==> config.mk <==
export PLATFORM = sky130hd
export DESIGN_NAME = mem_arbiter
export DESIGN_NICKNAME = d
export VERILOG_FILES = /design/src/rtl/mem_arbiter.sv
export SDC_FILE = /design/constraint.sdc
export NUM_CORES = 1
export LEC_CHECK = 0
export ABC_AREA = 1
export CORE_AREA = 2 2 150 152
export DETAILED_ROUTE_END_ITERATION = 12
export DIE_AREA = 0 0 152 154
export PLACE_DENSITY = 0.59
export SLEW_MARGIN = 20
export SYNTH_ARGS = -nofsm -noshare
export SYNTH_HDL_FRONTEND = slang
export SYNTH_SLANG_ARGS = --single-unit
export TNS_END_PERCENT = 100
==> constraint.sdc <==
create_clock -name clk -period 2.3 [get_ports clk]
set_input_delay 0.23 -clock clk [delete_from_list [all_inputs] [get_ports clk]]
set_output_delay 0.23 -clock clk [all_outputs]
set_load 0.01 [all_outputs]
==> src/rtl/mem_arbiter.sv <==
// ============================================================================
// Module  : mem_arbiter
// Brief   : Two-port arbiter in front of a single-port RAM. Each access runs
//           SETUP -> STROBE -> CAPTURE. Define ARB_ROUND_ROBIN_EN to select
//           round-robin arbitration; the default is fixed priority to port 1.
// Revision: 1.0 - initial release
// ============================================================================
`default_nettype none

module mem_arbiter #(
    parameter int DATA_WIDTH = 32,
    parameter int ADDR_SPACE = 9
) (
    input  logic                  clk,
    input  logic                  clr,
    input  logic                  p0_req,
    input  logic                  p1_req,
    input  logic                  p0_we,
    input  logic                  p1_we,
    input  logic [ADDR_SPACE-1:0] p0_addr,
    input  logic [ADDR_SPACE-1:0] p1_addr,
    input  logic [DATA_WIDTH-1:0] p0_wdata,
    input  logic [DATA_WIDTH-1:0] p1_wdata,
    output logic                  p0_done,
    output logic                  p1_done,
    output logic [DATA_WIDTH-1:0] p0_rdata,
    output logic [DATA_WIDTH-1:0] p1_rdata,
    output logic [ADDR_SPACE-1:0] mem_addr,
    output logic [DATA_WIDTH-1:0] mem_datain,
    output logic                  mem_read,
    output logic                  mem_write,
    output logic                  mem_enable,
    input  logic [DATA_WIDTH-1:0] mem_dataout,
    output logic                  busy,
    output logic                  grant
);

    typedef enum logic [1:0] {
        S_IDLE    = 2'd0,
        S_SETUP   = 2'd1,
        S_STROBE  = 2'd2,
        S_CAPTURE = 2'd3
    } state_t;

    state_t                r_state_q,      w_state_d;
    logic [ADDR_SPACE-1:0] r_mem_addr_q,   w_mem_addr_d;
    logic [DATA_WIDTH-1:0] r_mem_datain_q, w_mem_datain_d;
    logic                  r_mem_read_q,   w_mem_read_d;
    logic                  r_mem_write_q,  w_mem_write_d;
    logic                  r_mem_enable_q, w_mem_enable_d;
    logic                  r_p0_done_q,    w_p0_done_d;
    logic                  r_p1_done_q,    w_p1_done_d;
    logic [DATA_WIDTH-1:0] r_p0_rdata_q,   w_p0_rdata_d;
    logic [DATA_WIDTH-1:0] r_p1_rdata_q,   w_p1_rdata_d;
    logic                  r_busy_q,       w_busy_d;
    logic                  r_grant_q,      w_grant_d;

    logic                  w_arb;
    logic                  w_pick;

    assign w_arb = ((r_state_q == S_IDLE) || (r_state_q == S_CAPTURE)) &&
                   (p0_req || p1_req);

`ifdef ARB_ROUND_ROBIN_EN
    // Last granted port; reset to 1 so port 0 wins the first tie.
    logic r_last_q, w_last_d;

    always_comb begin
        w_pick   = p1_req;
        w_last_d = r_last_q;
        if (p0_req && p1_req) begin
            w_pick = ~r_last_q;
        end
        if (w_arb) begin
            w_last_d = w_pick;
        end
    end
`else
    assign w_pick = p1_req;
`endif

    always_comb begin
        w_state_d      = r_state_q;
        w_mem_addr_d   = r_mem_addr_q;
        w_mem_datain_d = r_mem_datain_q;
        w_mem_read_d   = r_mem_read_q;
        w_mem_write_d  = r_mem_write_q;
        w_mem_enable_d = 1'b0;
        w_p0_done_d    = 1'b0;
        w_p1_done_d    = 1'b0;
        w_p0_rdata_d   = r_p0_rdata_q;
        w_p1_rdata_d   = r_p1_rdata_q;
        w_busy_d       = r_busy_q;
        w_grant_d      = r_grant_q;

        case (r_state_q)
            S_IDLE, S_CAPTURE: begin
                if (w_arb) begin
                    w_state_d      = S_SETUP;
                    w_grant_d      = w_pick;
                    w_mem_addr_d   = w_pick ? p1_addr  : p0_addr;
                    w_mem_datain_d = w_pick ? p1_wdata : p0_wdata;
                    w_mem_write_d  = w_pick ? p1_we    : p0_we;
                    w_mem_read_d   = w_pick ? ~p1_we   : ~p0_we;
                    w_busy_d       = 1'b1;
                end else begin
                    w_state_d     = S_IDLE;
                    w_mem_read_d  = 1'b0;
                    w_mem_write_d = 1'b0;
                    w_busy_d      = 1'b0;
                end
            end
            S_SETUP: begin
                w_state_d      = S_STROBE;
                w_mem_enable_d = 1'b1;
            end
            S_STROBE: begin
                // RAM data is valid while the strobe is high; capture it here.
                w_state_d = S_CAPTURE;
                if (r_grant_q) begin
                    w_p1_done_d = 1'b1;
                    if (r_mem_read_q) begin
                        w_p1_rdata_d = mem_dataout;
                    end
                end else begin
                    w_p0_done_d = 1'b1;
                    if (r_mem_read_q) begin
                        w_p0_rdata_d = mem_dataout;
                    end
                end
            end
            default: begin
                w_state_d = S_IDLE;
            end
        endcase
    end

    always_ff @(posedge clk) begin
        if (clr) begin
            r_state_q      <= S_IDLE;
            r_mem_addr_q   <= '0;
            r_mem_datain_q <= '0;
            r_mem_read_q   <= 1'b0;
            r_mem_write_q  <= 1'b0;
            r_mem_enable_q <= 1'b0;
            r_p0_done_q    <= 1'b0;
            r_p1_done_q    <= 1'b0;
            r_p0_rdata_q   <= '0;
            r_p1_rdata_q   <= '0;
            r_busy_q       <= 1'b0;
            r_grant_q      <= 1'b0;
`ifdef ARB_ROUND_ROBIN_EN
            r_last_q       <= 1'b1;
`endif
        end else begin
            r_state_q      <= w_state_d;
            r_mem_addr_q   <= w_mem_addr_d;
            r_mem_datain_q <= w_mem_datain_d;
            r_mem_read_q   <= w_mem_read_d;
            r_mem_write_q  <= w_mem_write_d;
            r_mem_enable_q <= w_mem_enable_d;
            r_p0_done_q    <= w_p0_done_d;
            r_p1_done_q    <= w_p1_done_d;
            r_p0_rdata_q   <= w_p0_rdata_d;
            r_p1_rdata_q   <= w_p1_rdata_d;
            r_busy_q       <= w_busy_d;
            r_grant_q      <= w_grant_d;
`ifdef ARB_ROUND_ROBIN_EN
            r_last_q       <= w_last_d;
`endif
        end
    end

    assign mem_addr   = r_mem_addr_q;
    assign mem_datain = r_mem_datain_q;
    assign mem_read   = r_mem_read_q;
    assign mem_write  = r_mem_write_q;
    assign mem_enable = r_mem_enable_q;
    assign p0_done    = r_p0_done_q;
    assign p1_done    = r_p1_done_q;
    assign p0_rdata   = r_p0_rdata_q;
    assign p1_rdata   = r_p1_rdata_q;
    assign busy       = r_busy_q;
    assign grant      = r_grant_q;

endmodule

`default_nettype wire

; After elaboration in Yosys (flattened, before gate mapping)
; Index checks and enable logic that the tools add are counted.
[totals]
output_inout_bits = 112
reg_bits = 114
[op_classes]
muxes = 12
bitwise = 4
eq_ne = 3
reduce_logical = 9
[op_table]
columns = cell, count
row1 = 32-bit 2-to-1 mux, 1
row2 = 1-bit 2-to-1 mux, 9
row3 = 9-bit 2-to-1 mux, 1
row4 = 2-bit one-hot mux with 3 select lines, 1
row5 = 3-bit AND reduction, 2
row6 = 2-bit equality test (second input constant), 2
row7 = 1-bit NOT, 4
row8 = 2-bit OR reduction, 2
row9 = 2-bit by 1-bit equality test with 1-bit output (second input constant), 1
row10 = 2-bit zero test, 1
row11 = 1-bit logical OR, 2
row12 = 2-bit AND reduction, 1
row13 = 1-bit logical AND, 1

; Longest topological paths before layout
; Gate-level depths: netlist (run 1).
[depth]
word_depth = 5
mapped_depth = 8
ltp_nobuf = 7

; Least setup slack after synthesis (run 1)
; Ideal clock, no wire load.
[synth_timing]
kind = register to register
from = register r_state_q[0]
to = register r_mem_datain_q[18] (netlist: mem_datain[18])
t_required_ps = 2189
setup_slack_ps = 955
stages_incl_launch_ff = 9
arrival_time_ps = 1233
period_less_slack_ps = 1345
n_path_buf = 1
cell_sequence = dfxtp_1 > inv_1 > ha_1 > nand2_4 > nand2_4 > inv_2 > buf_6 > nor2_1 > nor2_1
[synth_via]
elab_chain_len = 4
elab_cells_between_ends = 6
classes_between = eq/ne: 1 / reduce/logical: 5
[synth_lines]
columns = element, line_no
row1 = "start, declared", 45  ; state_t r_state_q, w_state_d;
row2 = "start signal, assigned", 156  ; r_state_q <= w_state_d;
row3 = 2-bit equality test / 2-bit zero test (equally long branches), "61, 96"
row4 = 1-bit logical OR, 61  ; assign w_arb = ((r_state_q == S_IDLE) || (r_state_q == S_CAPTURE)) &&
row5 = 1-bit logical AND, 61
row6 = 2-bit AND reduction (no line) (*), n/a
row7 = "end signal, assigned", 158  ; r_mem_datain_q <= w_mem_datain_d;
row8 = "end, declared", 47  ; logic [DATA_WIDTH-1:0] r_mem_datain_q, w_mem_datain_d;
; Every way passes the cells marked *; elsewhere a longest branch is shown, timed or not.
; A chain may end at the register's enable or synchronous reset.

; Worst setup path after layout (run 1)
[layout_timing]
from = register r_state_q[0]
to = register r_p1_rdata_q[17] (netlist: p1_rdata[17])
[layout_via]
elab_chain_len = 2
[layout_lines]
columns = element, line_no
row1 = 2-bit equality test, 96  ; case (r_state_q)
row2 = 3-bit AND reduction (no line), n/a
row3 = "end signal, assigned", 165  ; r_p1_rdata_q <= w_p1_rdata_d;
row4 = "end, declared", 54  ; logic [DATA_WIDTH-1:0] r_p1_rdata_q, w_p1_rdata_d;
; No other way between the ends.

==> key figures, run 1 <==
STA
  • Slew Limit Headroom: 0.553
  • Fmax: 583 MHz
  • Final Max Slew Viols: 0
  • Final worst-path cycle share: 0.746
  • Actual slew at the worst max-slew pin: 671 ps
  • Final min period: 1720 ps
  • Clock skew: 10.1 ps
  • Final Hold Fails: 0
  • Setup tns final: 0 ps
  • RSZ-0062 raised after global routing: no
  • Final setup margin: 583 ps
  • Final count of negative-setup-slack endpoints: 0

Min path
  • Hold crit path type: input pin to flip-flop

CTS
  • Clk sink count: 114
  • CTS buffer count: 17
  • Clk slew on worst S/H paths: 50 ps
  • Maximum clock path buffer count: 2
  • CTS tree: done
  • Htree depth: 4
  • Post_cts resized: 0
  • Setup Buffers After CTS: 0
  • Clock root buffer: clkbuf_16
  • Hold-fix buffers at CTS: 0
  • Clk Latency, worst-skew pair: 410 ps

Logic synthesis
  • Flops & latches, synth: 114
  • Sequential area share after synthesis: 0.424
  • Mapped Nets: 968
  • Synth warnings: 0
  • Yosys top cell by area: dfxtp_1
  • Distinct cells, synth: 16
  • Share of the synthesized area in the top cell type: 0.424
  • Synthesized area: 5380 µm²
  • Async S/R FF share, synth: 0
  • Post-synth EDFFs: 0
  • Ranking of synthesized cells by instance count: 308 x nand2_1, 187 x nor2_1, 114 x dfxtp_1
  • Most frequent cell after synthesis: nand2_1
  • Synth top area cells: dfxtp_1 42%, nand2_1 21%, nor2_1 13%
  • Post-Syn Instances: 846
  • Syn_area_per_cell: 6.36 µm²
  • Main synth FF type: dfxtp_1

Cells and area
  • Post-layout nets: 1185
  • P&R area growth vs syn: 56.2%
  • Multi-input gate area: 2340 µm²
  • Layout cells sized above 1: 0.0688
  • FILL cells: 2333
  • FF+latch area: 2280 µm²
  • Antenna diodes: 0

Detailed routing
  • DRT Wirelength: 15500 µm
  • 1st-pass router iterations: 6
  • Post-DRT Antenna Nets: 0
  • Vias: 5327
  • Starting DRT DRC Count: 196
  • DR DRC count: 0
  • Vias per cell: 3.93
  • Average wire per standard cell: 11.5 µm

Floorplan
  • Die area: 23400 µm²
  • Row cnt: 54
  • Die Height: 154 µm
  • Std-Cell Core Area: 21700 µm²
  • # IOs: 232
  • Initial Util: 0.248
  • Die width: 152 µm

Global route
  • Initial antenna violation count: 0
  • Global-route wire length before repair: 25200 µm
  • Gr usage total: 0.133
  • Number of global-route vias before repair: 5057
  • GRT overflow: 0
  • Largest net degree at the start of global routing: 65

Critical path
  • Startpoint types: flip-flop
  • Crit path kind: flip-flop to flip-flop
  • Crit. End Element: flip-flop
  • Worst EP required: 2600 ps
  • Crit path DAT: 2010 ps
  • FF-to-FF setup slack: 580 ps
  • Critical Path Fanout Max: 64

Power and ir drop
  • PwrDens: 998 nW/µm²
  • P_leak: 4.05 nW
  • Max rail drop VDD: 0.499 mV
  • Final Power: 8.39 mW

Place
  • Post-Place Worst Slack: 442 ps
  • Number of port buffers: 231
  • DP Wirelength: 11000 µm
  • GP Congestion: 0.728

Outcome
  • Status: finished, final reports clean

Run
  • Max-cap viol count: 0
==> cells in the final DEF, fill, tap and decap left out <==
cell type,synthesis,final
nand2_4,3,3
dfxtp_1,114,114
clkbuf_16,0,17
ha_1,2,2
nor2_1,187,187
bufinv_16,0,3
inv_2,3,2
inv_1,112,112
buf_2,15,1
nor3_1,2,2
buf_12,0,3
buf_4,7,8
clkinv_4,0,1
nand3_1,43,43
clkinvlp_4,0,1
clkdlybuf4s50_1,0,230
nand3_4,2,2
clkinv_2,0,8
nand2_1,308,308
a21oi_1,1,1
nor2_2,25,25
clkbuf_1,6,2
==> registers in the layout, indices dropped and copies added (netlist names), 2 cells and up <==
register and count:
p0_rdata 32, p1_rdata 32, mem_datain 32, r_state_q 2, mem_addr 9
==> final cells by class <==
cell class	count	share of cell area
Multi-Input combinational cell	573	0.278
Timing Repair Buffer	242	0.289
Clock buffer	19	0.0515
Inverter	115	0.0515
Tap cell	280	0.0417
Clock inverter	12	0.0168
Sequential cell	114	0.272
==> metal layers <==
layer / up-vias / part of all wire / global-route usage / routed length, µm
li1: 2880 / - / - / -
met1: 2252 / 0.47 / 0.167 / 7370
met2: 185 / 0.43 / 0.209 / 6670
met3: 10 / 0.085 / 0.0519 / 1320
met4: 0 / 0.012 / 0.0441 / 188
met5: - / 0 / 0 / 0
==> power breakdown <==
part	internal (mW)	switching, mW
sequential	2.42	0.236
combinational	1.49	1.65
clock	1.68	0.915
total	5.59	2.80
==> path summary, 6_finish.rpt <==
| path | start | endpoint | cells after the start |
|---|---|---|---|
| setup / recovery | r_state_q[0]$_SDFF_PP0_ | p1_rdata[17]$_SDFFE_PP0P_ | 7 |
| hold reg to reg | mem_write$_SDFFE_PP0P_ | mem_write$_SDFFE_PP0P_ | 2 |
| hold / removal | p1_req | mem_read$_SDFFE_PP0P_ | 5 |
| setup reg to reg | r_state_q[0]$_SDFF_PP0_ | p1_rdata[17]$_SDFFE_PP0P_ | 7 |
==> cells by family (layout without fill, tap and decap cells) <==
| group | count (synthesis) | after routing | synth area share |
|---|---|---|---|
| and+or+nand+nor | 570 | 570 | 0.429 |
| buffers and inverters | 159 | 388 | 0.142 |
| DFF | 114 | 114 | 0.424 |
| adders and majority gates | 2 | 2 | 0.00465 |
| AOI/OAI and AO/OA | 1 | 1 | 0.000929 |
==> metrics by stage <==
stage / instances / utilization / hold WS (ps) / area, µm²
global route: 1355 / 0.388 / 292 / 8410
finish: 1355 / 0.388 / 270 / 8410
floorplan: 846 / - / 299 / 5380
CTS: 1355 / 0.388 / 254 / 8410
global placement: 1324 / 0.361 / 450 / 7830
detailed placement: 1324 / 0.361 / 443 / 7830
==> critical path: stages, from the launching register on <==
cell and delay (ps):
dfxtp_1 330, inv_1 50, ha_1 280, nand3_4 110, buf_4 520, nand2_1 130
nand2_1 100, nor2_1 50
No activity file was read; power rests on OpenSTA's default activity.
==> run 2, diff against run 1 <==
--- a/config.mk
+++ b/config.mk
@@ -9,7 +9,7 @@
 export CORE_AREA = 2 2 150 152
 export DETAILED_ROUTE_END_ITERATION = 12
 export DIE_AREA = 0 0 152 154
-export PLACE_DENSITY = 0.59
+export PLACE_DENSITY = 0.61
 export SLEW_MARGIN = 20
 export SYNTH_ARGS = -nofsm -noshare
 export SYNTH_HDL_FRONTEND = slang
==> constraint.sdc (replaced) <==
create_clock -name clk -period 1.4 [get_ports clk]
set_input_delay 0.14 -clock clk [delete_from_list [all_inputs] [get_ports clk]]
set_output_delay 0.14 -clock clk [all_outputs]
set_load 0.01 [all_outputs]
==> key figures, run 2 (same netlist as run 1, synthesis figures left out) <==
Place
  • Post-DP Area: 8010 µm² (was 7830 µm²)
  • Post-Place Worst Slack: -57.5 ps (was 442 ps)
  • DP Wirelength: 11300 µm (was 11000 µm)
  • GP Congestion: 0.753 (was 0.728)
  • Number of port buffers: 231 (unchanged)

STA
  • Final setup margin: 83.9 ps (was 583 ps)
  • Final Hold Fails: 0 (unchanged)
  • Final Max Slew Viols: 0 (unchanged)
  • Final min period: 1320 ps (was 1720 ps)
  • Final worst-path cycle share: 0.940 (was 0.746)
  • Fmax: 760 MHz (was 583 MHz)
  • RSZ-0062 raised after global routing: yes (was no)
  • Fin Hold WS: 299 ps (was 270 ps)
  • Slew Limit Headroom: 0.521 (was 0.553)
  • Clock skew: 9.30 ps (was 10.1 ps)
  • Final count of negative-setup-slack endpoints: 0 (unchanged)
  • Actual slew at the worst max-slew pin: 718 ps (was 671 ps)

Global route
  • Gr usage total: 0.134 (was 0.133)
  • Initial antenna violation count: 0 (unchanged)
  • Number of global-route vias before repair: 4876 (was 5057)
  • Largest net degree at the start of global routing: 58 (was 65)
  • GRT overflow: 0 (unchanged)
  • Global-route wire length before repair: 25200 µm (about the same)

CTS
  • Clk Latency, worst-skew pair: 410 ps (about the same)
  • Setup Buffers After CTS: 0 (unchanged)
  • CTS tree: done (unchanged)
  • Htree depth: 4 (unchanged)
  • CTS buffer count: 17 (unchanged)
  • Maximum clock path buffer count: 2 (unchanged)
  • Clock root buffer: clkbuf_16 (unchanged)
  • Clk sink count: 114 (unchanged)
  • Clk slew on worst S/H paths: 50 ps (about the same)

Power and ir drop
  • Max rail drop VDD: 0.708 mV (was 0.499 mV)
  • Final Power: 14.0 mW (was 8.39 mW)
  • P_leak: 4.63 nW (was 4.05 nW)
  • PwrDens: 1640 nW/µm² (was 998 nW/µm²)

Critical path
  • Critical Path Fanout Max: 16 (was 64)
  • Startpoint types: flip-flop (unchanged)
  • Crit path buf inv count: 3 (was 2)
  • Crit path cell chain: inv_1 -> ha_4 -> nand2_4 -> nand2_4 -> inv_4 -> buf_12 -> nor2_1 -> nor2_1 (was inv_1 -> ha_1 -> nand3_4 -> buf_4 -> nand2_1 -> nand2_1 -> nor2_1)
  • Crit path kind: flip-flop to flip-flop (unchanged)
  • Crit path max-delay family: flip-flops (was buffers and inverters)
  • CP max stage delay: 320 ps (was 520 ps)
  • Worst EP required: 1700 ps (was 2600 ps)
  • Crit-path slowest cell: dfxtp_1 (was buf_4)
  • Crit path DAT: 1610 ps (was 2010 ps)
  • Crit. End Element: flip-flop (unchanged)

Floorplan
  • Initial Util: 0.248 (unchanged)
  • Die width: 152 µm (unchanged)
  • Row cnt: 54 (unchanged)
  • # IOs: 232 (unchanged)
  • Die area: 23400 µm² (unchanged)
  • Die Height: 154 µm (unchanged)
  • Std-Cell Core Area: 21700 µm² (unchanged)

Cells and area
  • P&R area growth vs syn: 58.1% (was 56.2%)
  • FILL cells: 2330 (was 2333)
  • Final Cell Area: 8510 µm² (was 8410 µm²)
  • Layout cells sized above 1: 0.0837 (was 0.0688)
  • Post-layout nets: 1197 (was 1185)
  • Most common cell after layout, fill and taps aside: nand2_1 (unchanged)
  • Final Util: 0.392 (was 0.388)
  • Most frequent cells in the layout: 308 x nand2_1, 186 x nor2_1, 118 x clkdlybuf4s50_1 (was 308 x nand2_1, 230 x clkdlybuf4s50_1, 187 x nor2_1)
  • Antenna diodes: 0 (unchanged)

Detailed routing
  • Starting DRT DRC Count: 193 (was 196)
  • Average wire per standard cell: 11.5 µm (about the same)
  • DRT Wirelength: 15700 µm (was 15500 µm)
  • Vias per cell: 3.94 (was 3.93)
  • DR DRC count: 0 (unchanged)
  • Post-DRT Antenna Nets: 0 (unchanged)
  • Vias: 5381 (was 5327)
  • 1st-pass router iterations: 4 (was 6)

Outcome
  • Status: finished, final reports clean (unchanged)

Run
  • Max-cap viol count: 0 (unchanged)

Min path
  • Hold crit path type: input pin to flip-flop (unchanged)
## run 2: changes by cell type in the layout (fill, tap and decap cells not counted), moves of 4 or more
cell	change
buf_12	+7
buf_4	+5
clkbuf_8	+5
clkdlybuf4s50_1	-112
clkinv_2	-4
dlygate4sd2_1	+112
## run 2: routing by layer
layer | vias up | part of all wire | track usage
li1 | 2906 | - | -
met1 | 2265 | 0.47 | 0.166
met2 | 195 | 0.43 | 0.209
met3 | 15 | 0.090 | 0.0592
met4 | 0 | 0.014 | 0.0414
met5 | - | 0 | 0
## run 2: report_power, final
group / internal [mW] / switching [mW]
clock network: 3.01 / 1.50
registers: 3.98 / 0.373
logic: 2.32 / 2.79
## run 2: worst paths after layout
path / to / startpoint / slack (ps) / cells past startpoint
min reg2reg: busy$_SDFFE_PP0P_ / busy$_SDFFE_PP0P_ / 460 / 2
max reg2reg: mem_datain[23]$_SDFFE_PP0P_ / r_state_q[0]$_SDFF_PP0_ / 80 / 8
max: mem_datain[23]$_SDFFE_PP0P_ / r_state_q[0]$_SDFF_PP0_ / 80 / 8
min: mem_write$_SDFFE_PP0P_ / p1_req / 300 / 6
## run 2: metrics by stage
step,cells,setup TNS [ps]
after floorplan,846,0
after global placement,1336,-508
after detailed placement,1336,-1430
after CTS,1367,0
after global routing,1367,-91.8
final,1367,0
## run 2: tightest hold or removal path, cell delays in order
cell and delay [ps]:
buf_2 120, buf_4 180, nand2_1 70, nand2_1 50, nand3_1 60, nand2_1 40
## run 2: what timing repair did
action | 4_1_cts | 5_1_grt
endpoints found under the setup margin | 156 | 74
gates resized for setup | 115 | 2
hold buffers | 0 | 0
## run 2: final cells by class
| type | count | area, µm² | share of cell area |
|---|---|---|---|
| Timing Repair Buffer | 254 | 2460 | 0.290 |
| Multi-Input combinational cell | 573 | 2350 | 0.277 |
| Sequential cell | 114 | 2280 | 0.268 |
| Clock buffer | 22 | 494 | 0.0581 |
| Inverter | 115 | 435 | 0.0512 |
| Tap cell | 280 | 350 | 0.0412 |
| Clock inverter | 9 | 128 | 0.0150 |
